--- config.mk ---
export PLATFORM = sky130hd
export DESIGN_NAME = fpadd_sched
export DESIGN_NICKNAME = d
export VERILOG_FILES = /design/src/rtl/fpadd_sched.sv
export SDC_FILE = /design/constraint.sdc
export NUM_CORES = 1
export LEC_CHECK = 0
export BUFFER_PORTS_ARGS = -buffer_cell sky130_fd_sc_hd__buf_2
export CAP_MARGIN = 5
export CORE_AREA = 2 2 158 160
export DETAILED_ROUTE_END_ITERATION = 12
export DIE_AREA = 0 0 160 162
export GPL_TIMING_DRIVEN = 1
export HOLD_SLACK_MARGIN = 0.03
export PLACE_DENSITY = 0.62
export SYNTH_ARGS = -nofsm -noshare
export SYNTH_HDL_FRONTEND = slang
export SYNTH_SLANG_ARGS = --single-unit
--- constraint.sdc ---
create_clock -name clk -period 4.7 [get_ports clk]
set_input_delay 0.235 -clock clk [delete_from_list [all_inputs] [get_ports clk]]
set_output_delay 0.235 -clock clk [all_outputs]
set_load 0.02 [all_outputs]
--- src/rtl/fpadd_sched.sv ---
// fpadd_sched: round-robin scheduler sharing one multi-cycle fpadd unit
// among NREQ requesters. One operand pair is in flight at a time. A
// watchdog returns quiet NaN with resp_err when the adder never finishes.
//
// Ports
//   clk, reset            clock, synchronous active-high reset
//   req_valid/req_a/req_b per-requester operand pairs (32-bit slices)
//   req_ready             one-hot accept strobe (combinational, IDLE only)
//   resp_valid            one-hot one-cycle result strobe
//   resp_data/resp_err    result and timeout flag, qualified by resp_valid
//   busy                  high whenever not IDLE
//   add_load/add_a/add_b  adder load pulse and held operands
//   add_done/add_result   adder completion level and result
//
// state  | meaning
// IDLE   | arbitrate, accept one operand pair
// LOAD   | one-cycle load pulse to the adder
// WAIT   | count cycles until done or watchdog limit
// RESP   | present result to the granted requester
module fpadd_sched #(
   parameter int NREQ    = 4,
   parameter int MAX_LAT = 16
) (
   input  logic                 clk,
   input  logic                 reset,
   input  logic [NREQ-1:0]      req_valid,
   input  logic [32*NREQ-1:0]   req_a,
   input  logic [32*NREQ-1:0]   req_b,
   output logic [NREQ-1:0]      req_ready,
   output logic [NREQ-1:0]      resp_valid,
   output logic [31:0]          resp_data,
   output logic                 resp_err,
   output logic                 busy,
   output logic                 add_load,
   output logic [31:0]          add_a,
   output logic [31:0]          add_b,
   input  logic                 add_done,
   input  logic [31:0]          add_result
);

   localparam int IW = (NREQ > 1) ? $clog2(NREQ) : 1;
   localparam int TW = $clog2(MAX_LAT + 1);
   localparam logic [NREQ-1:0] ONE  = {{(NREQ-1){1'b0}}, 1'b1};
   localparam logic [TW-1:0]   TMAX = TW'(MAX_LAT);
   localparam logic [31:0]     QNAN = 32'h7FC0_0000;

   typedef enum logic [1:0] {S_IDLE, S_LOAD, S_WAIT, S_RESP} state_t;

   state_t            state_q, state_d;
   logic [IW-1:0]     last_q, last_d;
   logic [IW-1:0]     cur_q, cur_d;
   logic [TW-1:0]     timer_q, timer_d;
   logic [NREQ-1:0]   resp_valid_q, resp_valid_d;
   logic [31:0]       resp_data_q, resp_data_d;
   logic              resp_err_q, resp_err_d;
   logic              busy_q, busy_d;
   logic              add_load_q, add_load_d;
   logic [31:0]       add_a_q, add_a_d;
   logic [31:0]       add_b_q, add_b_d;

   logic [31:0]       a_arr [NREQ];
   logic [31:0]       b_arr [NREQ];
   logic [IW-1:0]     grant;
   logic [IW-1:0]     cand;
   logic              grant_vld;
   logic              done_seen;
   logic              timeout;

   always_comb begin
      for (int i = 0; i < NREQ; i++) begin
         a_arr[i] = req_a[32*i +: 32];
         b_arr[i] = req_b[32*i +: 32];
      end
   end

   // Search starts just after the last served requester and wraps.
   always_comb begin
      grant     = '0;
      grant_vld = 1'b0;
      cand      = '0;
      for (int i = 1; i <= NREQ; i++) begin
         cand = IW'((int'(last_q) + i) % NREQ);
         if (!grant_vld && req_valid[cand]) begin
            grant_vld = 1'b1;
            grant     = cand;
         end
      end
   end

   // A done seen at timer 0 may be left over from the previous operation.
   assign done_seen = (timer_q != '0) && add_done;
   assign timeout   = (timer_q == TMAX);

   always_ff @(posedge clk) begin
      if (reset) begin
         state_q      <= S_IDLE;
         last_q       <= IW'(NREQ - 1);
         cur_q        <= '0;
         timer_q      <= '0;
         resp_valid_q <= '0;
         resp_data_q  <= '0;
         resp_err_q   <= 1'b0;
         busy_q       <= 1'b0;
         add_load_q   <= 1'b0;
         add_a_q      <= '0;
         add_b_q      <= '0;
      end else begin
         state_q      <= state_d;
         last_q       <= last_d;
         cur_q        <= cur_d;
         timer_q      <= timer_d;
         resp_valid_q <= resp_valid_d;
         resp_data_q  <= resp_data_d;
         resp_err_q   <= resp_err_d;
         busy_q       <= busy_d;
         add_load_q   <= add_load_d;
         add_a_q      <= add_a_d;
         add_b_q      <= add_b_d;
      end
   end

   always_comb begin
      state_d = state_q;
      case (state_q)
         S_IDLE:  if (grant_vld) state_d = S_LOAD;
         S_LOAD:  state_d = S_WAIT;
         S_WAIT:  if (done_seen || timeout) state_d = S_RESP;
         S_RESP:  state_d = S_IDLE;
         default: state_d = S_IDLE;
      endcase
   end

   always_comb begin
      req_ready    = '0;
      last_d       = last_q;
      cur_d        = cur_q;
      timer_d      = timer_q;
      resp_valid_d = '0;
      resp_data_d  = resp_data_q;
      resp_err_d   = resp_err_q;
      add_load_d   = 1'b0;
      add_a_d      = add_a_q;
      add_b_d      = add_b_q;
      case (state_q)
         S_IDLE: begin
            if (grant_vld) begin
               req_ready  = ONE << grant;
               cur_d      = grant;
               add_a_d    = a_arr[grant];
               add_b_d    = b_arr[grant];
               add_load_d = 1'b1;
            end
         end
         S_LOAD: timer_d = '0;
         S_WAIT: begin
            if (done_seen) begin
               resp_data_d  = add_result;
               resp_err_d   = 1'b0;
               resp_valid_d = ONE << cur_q;
            end else if (timeout) begin
               resp_data_d  = QNAN;
               resp_err_d   = 1'b1;
               resp_valid_d = ONE << cur_q;
            end else begin
               timer_d = timer_q + 1'b1;
            end
         end
         S_RESP: last_d = cur_q;
         default: ;
      endcase
      busy_d = (state_d != S_IDLE);
   end

   assign resp_valid = resp_valid_q;
   assign resp_data  = resp_data_q;
   assign resp_err   = resp_err_q;
   assign busy       = busy_q;
   assign add_load   = add_load_q;
   assign add_a      = add_a_q;
   assign add_b      = add_b_q;

endmodule

---- Word-level counts from Yosys, hierarchy flattened ----
Cells that the tools add are included.
word-level totals
  register bits ........................... 114
  output and inout bits ................... 107
  logic and storage cells ................. 87
cells by class
  shift-type cells ........................ 2
  add/subtract/negate cells ............... 5
  muxes and demuxes ....................... 37
  magnitude comparators ................... 5
  bitwise operators ....................... 3
  reduce and logical (&&, ||, !) cells .... 18
  equality and inequality tests ........... 6
operators by type and width
  operator                                                                      number
  32-bit 2-to-1 mux                                                             6
  32-bit binary-select mux with 2-bit select                                    2
  4-bit 2-to-1 mux                                                              4
  2-bit by 3-bit less-than comparator with 1-bit output, second input constant  4
  2-bit 2-to-1 mux                                                              6
  1-bit 2-to-1 mux                                                              11
  5-bit 2-to-1 mux                                                              2
  5-bit one-hot mux with 2 select lines                                         1
  1-bit binary-select mux with 2-bit select                                     4
  2-bit one-hot mux with 4 select lines                                         1
  1-bit by 2-bit left shift with 4-bit output, first input constant             2
  2-bit nonzero test                                                            3
  5-bit by 1-bit adder with 5-bit output, second input constant                 1
  5-bit == test, second input constant                                          1
  5-bit nonzero test                                                            1
  2-bit by 1-bit adder with 2-bit output, second input constant                 2
  2-bit adder, second input constant                                            2
  2-bit == test, second input constant                                          2
  1-bit logical AND                                                             4
  2-bit != test, second input constant                                          2
  2-bit AND reduction                                                           2
  2-bit OR reduction                                                            2
  3-bit greater-or-equal comparator, second input constant                      1
  1-bit logical NOT                                                             3
  6 further kinds                                                               7

---- Longest topological paths before layout ----
Gate-level depths: netlist (run 1).
  depth after elaboration ................. 17
  gate-level depth with buffers ........... 9
  gate-level depth less buffers ........... 7

---- Least setup slack after synthesis (run 1) ----
No wires, ideal clock.
  path kind ............................... flip-flop to flip-flop
  from .................................... register timer_q[0]
  to ...................................... register resp_data_q[10], in the netlist resp_data[10]
  stages on the path, launching flop included .. 10
  period minus slack after synthesis ...... 1.911 ns
  slack ................................... 2.789 ns
  data required time ...................... 4.572 ns
  arrival time ............................ 1.784 ns
  library setup time ...................... 0.128 ns
  cell sequence ........................... dfxtp_1 > inv_1 > ha_1 > or3b_1 > mux2i_4 > nand2b_1 > buf_4 > buf_6 > a22oi_1 > nor2_1
between the ends
  cells in the longest elaborated chain, start to end .. 4
  elaborated cells on any way between the ends .. 6
  those cells by class .................... 1 x eq/ne; 1 x mux; 4 x reduce/logical
RTL lines
  element                               line  RTL
  start: declaration                    52    logic [TW-1:0] timer_q, timer_d;
  start signal: assignment              111   timer_q <= timer_d;
  5-bit nonzero test                    91    assign done_seen = (timer_q != '0) && add_done;
  1-bit logical AND                     91
  2-bit nonzero test (no source line)   n/a
  2-bit AND reduction (no source line)  n/a
  end signal: assignment                113   resp_data_q <= resp_data_d;
  end: declaration                      54    logic [31:0] resp_data_q, resp_data_d;
Several ways; a longest one is shown, not always the timed one.
A chain may end at the register's enable or synchronous reset.

---- Worst setup path in the final report (run 1) ----
  from .................................... register last_q[0]
  to ...................................... register add_b_q[21], in the netlist add_b[21]
between the ends
  cells in the longest elaborated chain, start to end .. 17
  elaborated cells on any way between the ends .. 31
  those cells by class .................... 4 x add/sub; 19 x mux; 1 x bitwise; 7 x reduce/logical
RTL lines
  element                                               line  RTL
  start: declaration                                    50    logic [IW-1:0] last_q, last_d;
  start signal: assignment                              97    last_q <= IW'(NREQ - 1);
  start signal: assignment                              109   last_q <= last_d;
  2-bit by 1-bit adder with 2-bit output                82    cand = IW'((int'(last_q) + i) % NREQ);
  1-bit binary-select mux with 2-bit select             83    if (!grant_vld && req_valid[cand]) begin
  1-bit 2-to-1 mux (implied by the code)                83
  1-bit 2-to-1 mux                                      83
  1-bit logical NOT                                     83
  1-bit logical AND                                     83
  1-bit 2-to-1 mux                                      83
  1-bit logical NOT                                     83
  1-bit logical AND                                     83
  1-bit 2-to-1 mux                                      83
  1-bit logical NOT                                     83
  1-bit logical AND                                     83
  2-bit 2-to-1 mux                                      83
  2-bit NOT with 3-bit output (implied by the code)     150   add_b_d = b_arr[grant];
  32-bit binary-select mux with 2-bit select            150
  32-bit 2-to-1 mux (implied by the code) (2 in a row)  150
  end signal: assignment                                106   add_b_q <= '0;
  end signal: assignment                                118   add_b_q <= add_b_d;
  end: declaration                                      59    logic [31:0] add_b_q, add_b_d;
Several ways; a longest one is shown, not always the timed one. The select of a mux whose other input is x is not followed.

==> flow_summary_export.csv, run 1 <==
group,metric,value,unit
place,post-place-ws,1.918,ns
pwr,power.density,492.1,nW/um2
floorplanning,start_util,24.91,%
final_layout,final_common_cell,"buf_2",
global_routing,grt_pass1_wl,33.77,mm
clocking,clockBufferDepth,2,
routing,ant_nets,0,
setup_path,r2r_cells,7,
routing,drc,0,
global_routing,antenna_found_initial,1,
final_layout,fill_cells,2524,
synth,synth_area_per_cell,8.806,um2
clocking,clock_sinks,114,
synth,ys_top_cells_by_area,"dfxtp_1 (38%), mux2i_1 (17%), o221ai_1 (5.0%)",
clocking,cts_tree,"done",
synth,synth_cells,682,
setup_path,cp-end-kind,"flip-flop",
synth,yosys.area.top_type,"dfxtp_1",
synth,synth-warning-count,0,
sta,skew,0.01422,ns
pwr,irDropWorstVdd,0.1677,mV
hold_path,hold_class,"input port to flip-flop",
floorplanning,fp.dieH,162,um
final_layout,final_nets,1351,
routing,wl_per_cell,15.74,um
sta,setup_ws,1.970,ns
global_routing,grt_usage,16.29,%
floorplanning,rows,57,
setup_path,crit_type,"flip-flop to flip-flop",
place,port_buffers,401,
setup_path,rrSetupSlack,1.97,ns
synth,synth-seq-cells,114,
global_routing,grt_max_degree,64,
clocking,cts_max_level,4,
setup_path,worstSetupEndpoint,"add_b[21]",
synth,seq_area_frac_synth,38.00,%
floorplanning,coreArea,24110,um2
setup_path,critical_path.startpoint,"last_q[0]",
sta,rsz0062_at_grt,"no",
routing,avgViaCountPerCell,4.730,
synth,ys.flop_type,"dfxtp_1",
sta,finalSetupTns,0,ns
sta,finalSetupViolCount,0,
synth,synth_edf_count,0,
setup_path,required,4.96,ns
synth,syn-num-nets,983,
synth,synth.top_cell.area_share,38.00,%
routing,wirelength,21.85,mm
floorplanning,die_x,160,um
final_layout,layout.area.seq,2282,um2
global_routing,grt_pass1_vias,6504,
final_layout,mostFrequentLayoutCells,"buf_2 (401), dfxtp_1 (114), mux2i_1 (99)",
routing,firstDrtPassIters,4,
outcome,outcome,"complete, no violations",
final_layout,drive_gt1_share,42.14,%
place,place_congestion,0.8805,
job,maxCapViolCount,0,
floorplanning,pin_count,402,
setup_path,r2r-start,"last_q[0]",
sta,period_minus_slack,2.730,ns
clocking,root_buffer,"clkbuf_16",
synth,synth.distinct_cells,43,
sta,worstMarginPinSlew,1.196,ns
pwr,leakagePower,4.490,nW
sta,final_hold_viol_count,0,
setup_path,cp.arrival,2.99,ns
sta,finalCritPeriodShare,58.09,%
sta,slew_violations,0,
sta,fmax,0.3663,GHz
floorplanning,die-area,25920,um2
clocking,post_cts_buffers,0,
routing,via_count,6565,
synth,ys_async_sr_fraction,0,%
place,dp_hpwl,16.21,mm
clocking,cts_buffers,17,
clocking,insertion_delay,0.41,ns
routing,drt-initial-drc-count,332,
final_layout,syn_to_final_growth,48.00,%
global_routing,grt-ovfl-total,0,
final_layout,multi_input_area,3298,um2
setup_path,reg2reg_to,"add_b[21]",
sta,relSlewSlack,19.82,%
synth,syn-cell-area,6006,um2
clocking,clk_pin_slew_worst_paths,0.06,ns
setup_path,cp_max_fo,63,
setup_path,critPathLaunchType,"flip-flop",
[registers in the layout, indices dropped and copies added (netlist names)]
name and cells:
last_q 2, add_b 32, resp_data 32, busy 1
timer_q 5, resp_valid 4, add_a 32, cur_q 2
add_load 1, state_q 2, resp_err 1
[routing by layer]
metal | routed length [um] | global-route usage [%] | vias up | share of wire (%)
met5 | 0 | 0 | - | 0
met4 | 455 | 5.405 | 0 | 2.1
met3 | 1507 | 4.826 | 28 | 6.9
met2 | 11050 | 29.30 | 231 | 51
met1 | 8837 | 18.49 | 3054 | 40
li1 | - | - | 3252 | -
[report_power, final]
group          switching (W)  internal (W)
combinational       0.000964      0.000599
clock               0.000484      0.000975
sequential          0.000135       0.00122
[synth_stat cells (2+ instances only)]
| library cell | number |
|---|---|
| and3_1 | 2 |
| o221ai_1 | 34 |
| nand2b_1 | 7 |
| clkbuf_1 | 43 |
| nand3_1 | 5 |
| inv_1 | 35 |
| dfxtp_1 | 114 |
| a211o_1 | 2 |
| nor4_1 | 2 |
| a21oi_1 | 4 |
| nor2_1 | 50 |
| nor2b_1 | 6 |
| mux2i_1 | 99 |
| o211ai_1 | 32 |
| xor2_1 | 2 |
| buf_6 | 5 |
| o21ai_1 | 3 |
| nor3_1 | 16 |
| buf_2 | 5 |
| a31oi_1 | 31 |
| ha_1 | 6 |
| a22oi_1 | 23 |
| buf_4 | 8 |
| o21ai_0 | 31 |
| nor4b_1 | 2 |
| and4_1 | 30 |
| nand2_1 | 69 |
[stage by stage]
| stage | instances | cell area [um2] | hold slack [ns] | total power [W] | util [%] |
|---|---|---|---|---|---|
| after floorplan | 682 | 6006 | 0.3833 | 0.002387 | - |
| after global placement | 1353 | 8204 | 0.4384 | 0.002932 | 34.03 |
| after detailed placement | 1353 | 8204 | 0.4432 | 0.002951 | 34.03 |
| after CTS | 1387 | 8886 | 0.03073 | 0.004447 | 36.86 |
| after global routing | 1388 | 8889 | 0.03926 | 0.004645 | 36.87 |
| final | 1388 | 8889 | 0.04964 | 0.004374 | 36.87 |
[worst max-delay path: stages, from the launching register on]
cell	delay, ns
dfxtp_1	0.35
nand2b_1	0.14
a21bo_1	0.11
buf_4	0.45
and3_4	0.52
buf_4	0.56
mux2i_1	0.29
o221ai_1	0.12
[area by class of cell]
| cell class | count | share of cell area (%) |
|---|---|---|
| clock buffer | 21 | 5.180 |
| clock inverter | 11 | 2.266 |
| inverter | 35 | 1.478 |
| multi-input combinational | 470 | 37.11 |
| antenna | 1 | 0.02815 |
| sequential | 114 | 25.68 |
| timing repair buffer | 412 | 23.70 |
| tap | 324 | 4.561 |
[worst min path at each step]
stage | startpoint | cells past startpoint | end
finish | add_result[20] | 3 | resp_data[20]
detailed placement | add_a[11] | 2 | add_a[11]
floorplan | add_result[0] | 2 | resp_data[0]
CTS | add_result[20] | 3 | resp_data[20]
global placement | add_b[16] | 2 | add_b[16]
global route | add_result[19] | 3 | resp_data[19]
[kinds of logic after synthesis]
| kind of cell | after synthesis | share of synthesized area, % |
|---|---|---|
| muxes | 100 | 16.87 |
| xor gates and xnor gates | 2 | 0.2917 |
| adders and majority gates | 6 | 1.250 |
| buffers and inverters | 98 | 7.541 |
| DFF | 114 | 38.00 |
| and+or+nand+nor | 193 | 16.15 |
| AOI/OAI and AO/OA | 169 | 19.90 |
[timing repair]
item,in CTS,in global routing
resized for setup,0,0
hold buffers,2,0
hold endpoints to repair,2,0
Note: power is estimated with default switching activity, not from simulation.
==> inputs of run 2 (changes only) <==
==> config.mk (replaced) <==
export PLATFORM = sky130hd
export DESIGN_NAME = fpadd_sched
export DESIGN_NICKNAME = d
export VERILOG_FILES = /design/src/rtl/fpadd_sched.sv
export SDC_FILE = /design/constraint.sdc
export NUM_CORES = 1
export LEC_CHECK = 0
export ABC_AREA = 1
export BUFFER_PORTS_ARGS = -buffer_cell sky130_fd_sc_hd__buf_2
export CAP_MARGIN = 5
export CORE_ASPECT_RATIO = 0.8
export CORE_MARGIN = 1.5
export CORE_UTILIZATION = 30
export DETAILED_ROUTE_END_ITERATION = 12
export GPL_TIMING_DRIVEN = 1
export HOLD_SLACK_MARGIN = 0.03
export PLACE_DENSITY = 0.68
export SYNTH_ARGS = -nofsm -noshare
export SYNTH_HDL_FRONTEND = slang
export SYNTH_SLANG_ARGS = --single-unit
==> constraint.sdc (replaced) <==
create_clock -name clk -period 2.6 [get_ports clk]
set_input_delay 0.13 -clock clk [delete_from_list [all_inputs] [get_ports clk]]
set_output_delay 0.13 -clock clk [all_outputs]
set_load 0.02 [all_outputs]
==> flow_summary_export.csv, run 2 <==
group,metric,value,unit
place,dp_hpwl,18.22,mm
hold_path,hold_class,"input port to flip-flop",
final_layout,fill_cells,2394,
synth,synth.distinct_cells,33,
clocking,cts_buffers,17,
global_routing,grt-ovfl-total,0,
pwr,leakagePower,6.164,nW
routing,via_count,9033,
synth,synth_edf_count,0,
clocking,insertion_delay,0.41,ns
sta,slew_violations,0,
place,port_buffers,401,
routing,drt-initial-drc-count,590,
setup_path,cp-end-kind,"output pin",
synth,ys.flop_type,"dfxtp_1",
synth,synth-warning-count,0,
routing,wl_per_cell,13.30,um
routing,ant_nets,0,
clocking,root_buffer,"clkbuf_16",
floorplanning,pin_count,402,
clocking,clk_pin_slew_worst_paths,0.06,ns
pwr,power,0.01204,W
global_routing,grt_max_degree,74,
clocking,clockBufferDepth,2,
synth,yosys.area.top_type,"dfxtp_1",
setup_path,crit_top_cell,"nand2_2",
sta,relSlewSlack,44.18,%
synth,syn-num-nets,1504,
routing,avgViaCountPerCell,4.620,
floorplanning,rows,50,
setup_path,cp.arrival,2.33,ns
place,post-place-ws,0.03119,ns
synth,synth_cells,1203,
final_layout,final_common_cell,"buf_2",
setup_path,cpLargestDelayFamily,"simple AND/OR/NAND/NOR gates",
routing,firstDrtPassIters,5,
synth,syn-cell-area,7199,um2
setup_path,required,2.47,ns
synth,synth_most_common_cell,"nand2_1",
floorplanning,die_x,176.2,um
sta,skew,0.01201,ns
sta,finalSetupTns,0,ns
sta,worstMarginPinSlew,0.8373,ns
global_routing,grt_pass1_vias,8189,
global_routing,grt_usage,19.77,%
sta,finalSetupViolCount,0,
global_routing,antenna_found_initial,0,
outcome,outcome,"complete, no violations",
floorplanning,start_util,30.69,%
final_layout,drive_gt1_share,29.76,%
clocking,clock_sinks,114,
synth,ys_async_sr_fraction,0,%
sta,period_minus_slack,2.457,ns
synth,synth_area_per_cell,5.985,um2
clocking,cts_max_level,4,
setup_path,critPathLaunchType,"flip-flop",
synth,synth.top_cell.area_share,31.70,%
synth,ys_top_cells_by_area,"dfxtp_1 (32%), nand2_1 (15%), inv_1 (11%)",
place,place_congestion,0.8919,
final_layout,fin_util,45.82,%
job,maxCapViolCount,0,
final_layout,mostFrequentLayoutCells,"buf_2 (400), nand2_1 (288), inv_1 (212)",
global_routing,grt_pass1_wl,39.85,mm
sta,finalCritPeriodShare,94.52,%
setup_path,slowest_stage,"dfxtp_4",
synth,seq_area_frac_synth,31.70,%
setup_path,crit_path_max_incr_delay,0.40,ns
final_layout,diodes,0,
floorplanning,coreArea,23460,um2
synth,synth-seq-cells,114,
setup_path,crit_type,"flip-flop to output pin",
final_layout,syn_to_final_growth,49.32,%
floorplanning,die-area,24940,um2
setup_path,path_buf_inv,4,
final_layout,final_nets,1931,
synth,yosys-top-cells-count,"nand2_1 (291), inv_1 (212), nand3_1 (138)",
sta,rsz0062_at_grt,"no",
routing,drc,0,
sta,fmax,0.4069,GHz
pwr,power.density,1120,nW/um2
sta,setup_ws,0.1426,ns
setup_path,cp_cell_sequence,"inv_4 > nand2_1 > nand2_2 > nand2_2 > nand2_2 > nor2_4 > nand4_4 > nand3_4 > inv_2 > buf_12 > nor3_2 > buf_2",
pwr,irDropWorstVdd,0.6392,mV
floorplanning,fp.dieH,141.6,um
routing,wirelength,26.00,mm
setup_path,cp_max_fo,33,
sta,final_hold_viol_count,0,
clocking,cts_tree,"done",
run 2: changes by cell type after synthesis, moves of 34 or more:
| cell | delta |
|---|---|
| nand2_1 | +222 |
| a21oi_1 | +34 |
| buf_2 | +40 |
| nand3_1 | +133 |
| nand4_1 | +67 |
| nor2_1 | +85 |
| inv_1 | +177 |
| o221ai_1 | -34 |
| mux2i_1 | -99 |
run 2: timing repair:
| item | CTS | global route |
|---|---|---|
| resized for setup | 2 | 10 |
| setup buffers | 3 | 4 |
| hold buffers | 61 | 0 |
| gates cloned | 0 | 1 |
| endpoints found under the hold margin | 61 | 0 |
| pin swaps | 2 | 2 |
| setup endpoints to repair | 4 | 7 |
run 2: area by class of cell:
type	instances	area, um2	area share [%]
Clock buffer	17	425.4	3.957
Multi-Input combinational cell	786	3684	34.26
Tap cell	312	390.4	3.631
Sequential cell	114	2287	21.28
Inverter	220	828.3	7.705
Clock inverter	15	160.2	1.490
Timing Repair Buffer	491	2975	27.68
run 2: cells by family (layout without fill, tap and decap cells):
| kind of cell | after synthesis | count (layout) | share of synthesized area, % |
|---|---|---|---|
| and+or+nand+nor | 674 | 674 | 41.54 |
| buffers and inverters | 303 | 743 | 17.48 |
| DFF | 114 | 114 | 31.70 |
| AOI/OAI and AO/OA | 106 | 106 | 8.238 |
| adders and majority gates | 6 | 6 | 1.043 |
run 2: worst min-delay path, delay by kind of cell:
family | cells | cell delay [ns]
buffers and inverters | 1 | 0.08
AND/OR/NAND/NOR | 2 | 0.18
run 2: power breakdown:
part	internal (W)	switching (W)	total, W	leakage, nW
combinational	0.00257	0.00458	0.00715	4.94
clock	0.00136	0.000994	0.00236	0.284
sequential	0.00225	0.000283	0.00254	0.937
total	0.00618	0.00586	0.0120	6.16
run 2: final timing paths:
check	slack, ns	to	depth (start not counted)	from
max	0.14	req_ready[1]	12	last_q[0]
min	0.04	resp_data[29]	3	add_result[29]
max reg2reg	0.32	add_b[0]	15	last_q[0]
min reg2reg	0.49	resp_data[26]	2	resp_data[26]
run 2: layer usage:
layer | share of wire [%] | GRT usage [%] | wire length [um] | vias to the layer above
li1 | - | - | - | 4626
met2 | 49 | 35.29 | 12760 | 375
met5 | 0 | 0 | 0 | -
met1 | 42 | 23.70 | 10900 | 4005
met4 | 1.3 | 5.353 | 338 | 0
met3 | 7.7 | 4.555 | 2006 | 27
run 2: per-stage QoR:
stage,hold slack (ns),cell area [um2],cells
finish,0.04016,10750,1955
global route,0.03754,10750,1955
CTS,0.03109,10660,1950
detailed placement,0.3623,9435,1854
global placement,0.3600,9435,1854
floorplan,0.2679,7199,1203
==> inputs of run 3 (changes only) <==
--- a/config.mk
+++ b/config.mk
@@ -8,13 +8,12 @@
 export ABC_AREA = 1
 export BUFFER_PORTS_ARGS = -buffer_cell sky130_fd_sc_hd__buf_2
 export CAP_MARGIN = 5
-export CORE_ASPECT_RATIO = 0.8
-export CORE_MARGIN = 1.5
-export CORE_UTILIZATION = 30
+export CORE_AREA = 2 2 155 157
 export DETAILED_ROUTE_END_ITERATION = 12
+export DIE_AREA = 0 0 157 159
 export GPL_TIMING_DRIVEN = 1
 export HOLD_SLACK_MARGIN = 0.03
-export PLACE_DENSITY = 0.68
+export PLACE_DENSITY = 0.69
 export SYNTH_ARGS = -nofsm -noshare
 export SYNTH_HDL_FRONTEND = slang
 export SYNTH_SLANG_ARGS = --single-unit
==> flow_summary_export.csv, run 3 (synthesis gave the netlist of run 2 again) <==
group,metric,value,unit
routing,ant_nets,0,
final_layout,final_nets,1936,
final_layout,layout.area.seq,2287,um2
floorplanning,fp.dieH,159,um
final_layout,multi_input_area,3681,um2
pwr,leakagePower,6.163,nW
sta,skew,0.008770,ns
floorplanning,start_util,31.04,%
sta,slew_violations,0,
hold_path,hold_class,"input port to flip-flop",
job,maxCapViolCount,0,
clocking,clk_pin_slew_worst_paths,0.06,ns
global_routing,grt_max_degree,80,
routing,avgViaCountPerCell,4.720,
global_routing,antenna_found_initial,1,
final_layout,syn_to_final_growth,49.53,%
clocking,cts_tree,"done",
final_layout,final_cells,1967,
routing,via_count,9285,
final_layout,mostFrequentLayoutCells,"buf_2 (400), nand2_1 (287), inv_1 (212)",
global_routing,grt_pass1_wl,41.37,mm
sta,relSlewSlack,44.31,%
routing,wirelength,27.58,mm
routing,firstDrtPassIters,5,
pwr,irDropWorstVdd,0.7002,mV
sta,finalSetupTns,0,ns
routing,drt-initial-drc-count,614,
sta,period_minus_slack,2.449,ns
setup_path,cp_max_fo,33,
global_routing,grt-ovfl-total,0,
pwr,power.density,1110,nW/um2
global_routing,grt_usage,20.57,%
place,place_congestion,0.8283,
outcome,outcome,"complete, no violations",
global_routing,grt_pass1_vias,8601,
sta,final_hold_viol_count,0,
clocking,clock_sinks,114,
routing,wl_per_cell,14.02,um
setup_path,r2r_cells,16,
floorplanning,rows,56,
sta,finalCritPeriodShare,94.18,%
final_layout,fill_cells,2383,
setup_path,critPathLaunchType,"flip-flop",
place,place_inst,1861,
place,dp_hpwl,18.80,mm
floorplanning,coreArea,23190,um2
setup_path,crit_type,"flip-flop to output pin",
floorplanning,die_x,157,um
clocking,root_buffer,"clkbuf_16",
floorplanning,die-area,24960,um2
final_layout,final_common_cell,"buf_2",
sta,fmax,0.4084,GHz
setup_path,cp.arrival,2.32,ns
clocking,clockBufferDepth,2,
floorplanning,pin_count,402,
routing,drc,0,
setup_path,required,2.47,ns
setup_path,cp-end-kind,"output pin",
clocking,cts_buffers,17,
sta,worstMarginPinSlew,0.8354,ns
clocking,insertion_delay,0.41,ns
final_layout,drive_gt1_share,29.75,%
clocking,cts_max_level,4,
sta,finalSetupViolCount,0,
hold_path,hold_depth,3,
place,port_buffers,401,
setup_path,rrSetupSlack,0.31,ns
-- run 3: changes by cell type in the layout (fill, tap and decap cells not counted), sizes merged --
cell,previous run,this run
inv,229,221
clkbuf,18,20
clkinvlp,2,4
bufinv,1,0
clkinv,3,8
dlygate4sd3,61,63
buf,429,431
diode,0,1
-- run 3: worst paths after layout --
check / start / endpoint
setup / recovery: last_q[1] / req_ready[3]
hold / removal: add_result[28] / resp_data[28]
setup reg to reg: last_q[1] / add_b[2]
hold reg to reg: cur_q[1] / resp_valid[1]
-- run 3: what timing repair did --
action | CTS | global route
hold endpoints to repair | 63 | 0
endpoints found under the setup margin | 3 | 3
setup buffers | 0 | 9
pin swaps | 0 | 5
hold buffers | 63 | 0
cloned | 0 | 2
resized for setup | 4 | 5
-- run 3: critical path: stages (launching register included) --
cell and delay, ns:
dfxtp_2 0.38, inv_2 0.08, nand2_1 0.09, nand2_2 0.10, nand2_2 0.09, nand2_2 0.08, nor2_4 0.17, buf_4 0.14
nand4_4 0.10, nand3_4 0.17, inv_2 0.08, buf_12 0.17, nor2_1 0.11, buf_4 0.14
-- run 3: through the flow --
stage / setup slack, ns / power, W / hold slack, ns / instance area (um2) / utilization, %
5_1_grt: -0.007765 / 0.01296 / 0.04726 / 10770 / 46.42
3_5_place_dp: 0.2107 / 0.009465 / 0.3654 / 9469 / 40.83
2_1_floorplan: 0.5542 / 0.007523 / 0.2679 / 7199 / -
6_report: 0.1514 / 0.01195 / 0.04823 / 10770 / 46.42
3_3_place_gp: 0.3373 / 0.009359 / 0.3575 / 9469 / 40.83
4_1_cts: 0.02476 / 0.01172 / 0.03138 / 10630 / 45.82
-- run 3: power breakdown --
group	internal, W	switching [W]
sequential	0.00225	0.000264
clock	0.00121	0.000894
combinational	0.00264	0.00469
-- run 3: per-layer routing --
| metal | share of wire, % | global-route usage [%] | vias up | wire length [um] |
|---|---|---|---|---|
| li1 | - | - | 4653 | - |
| met1 | 40 | 22.74 | 4108 | 10980 |
| met2 | 49 | 36.50 | 451 | 13520 |
| met4 | 4.0 | 10.72 | 0 | 1115 |
| met3 | 7.1 | 4.573 | 73 | 1959 |
| met5 | 0 | 0 | - | 0 |
-- run 3: cell type report --
| cell class | count | share of cell area [%] |
|---|---|---|
| tap | 319 | 3.708 |
| multi-input combinational | 786 | 34.19 |
| clock inverter | 13 | 0.8368 |
| timing repair buffer | 496 | 28.31 |
| clock buffer | 18 | 3.987 |
| sequential | 114 | 21.25 |
| inverter | 220 | 7.694 |
| antenna | 1 | 0.02325 |
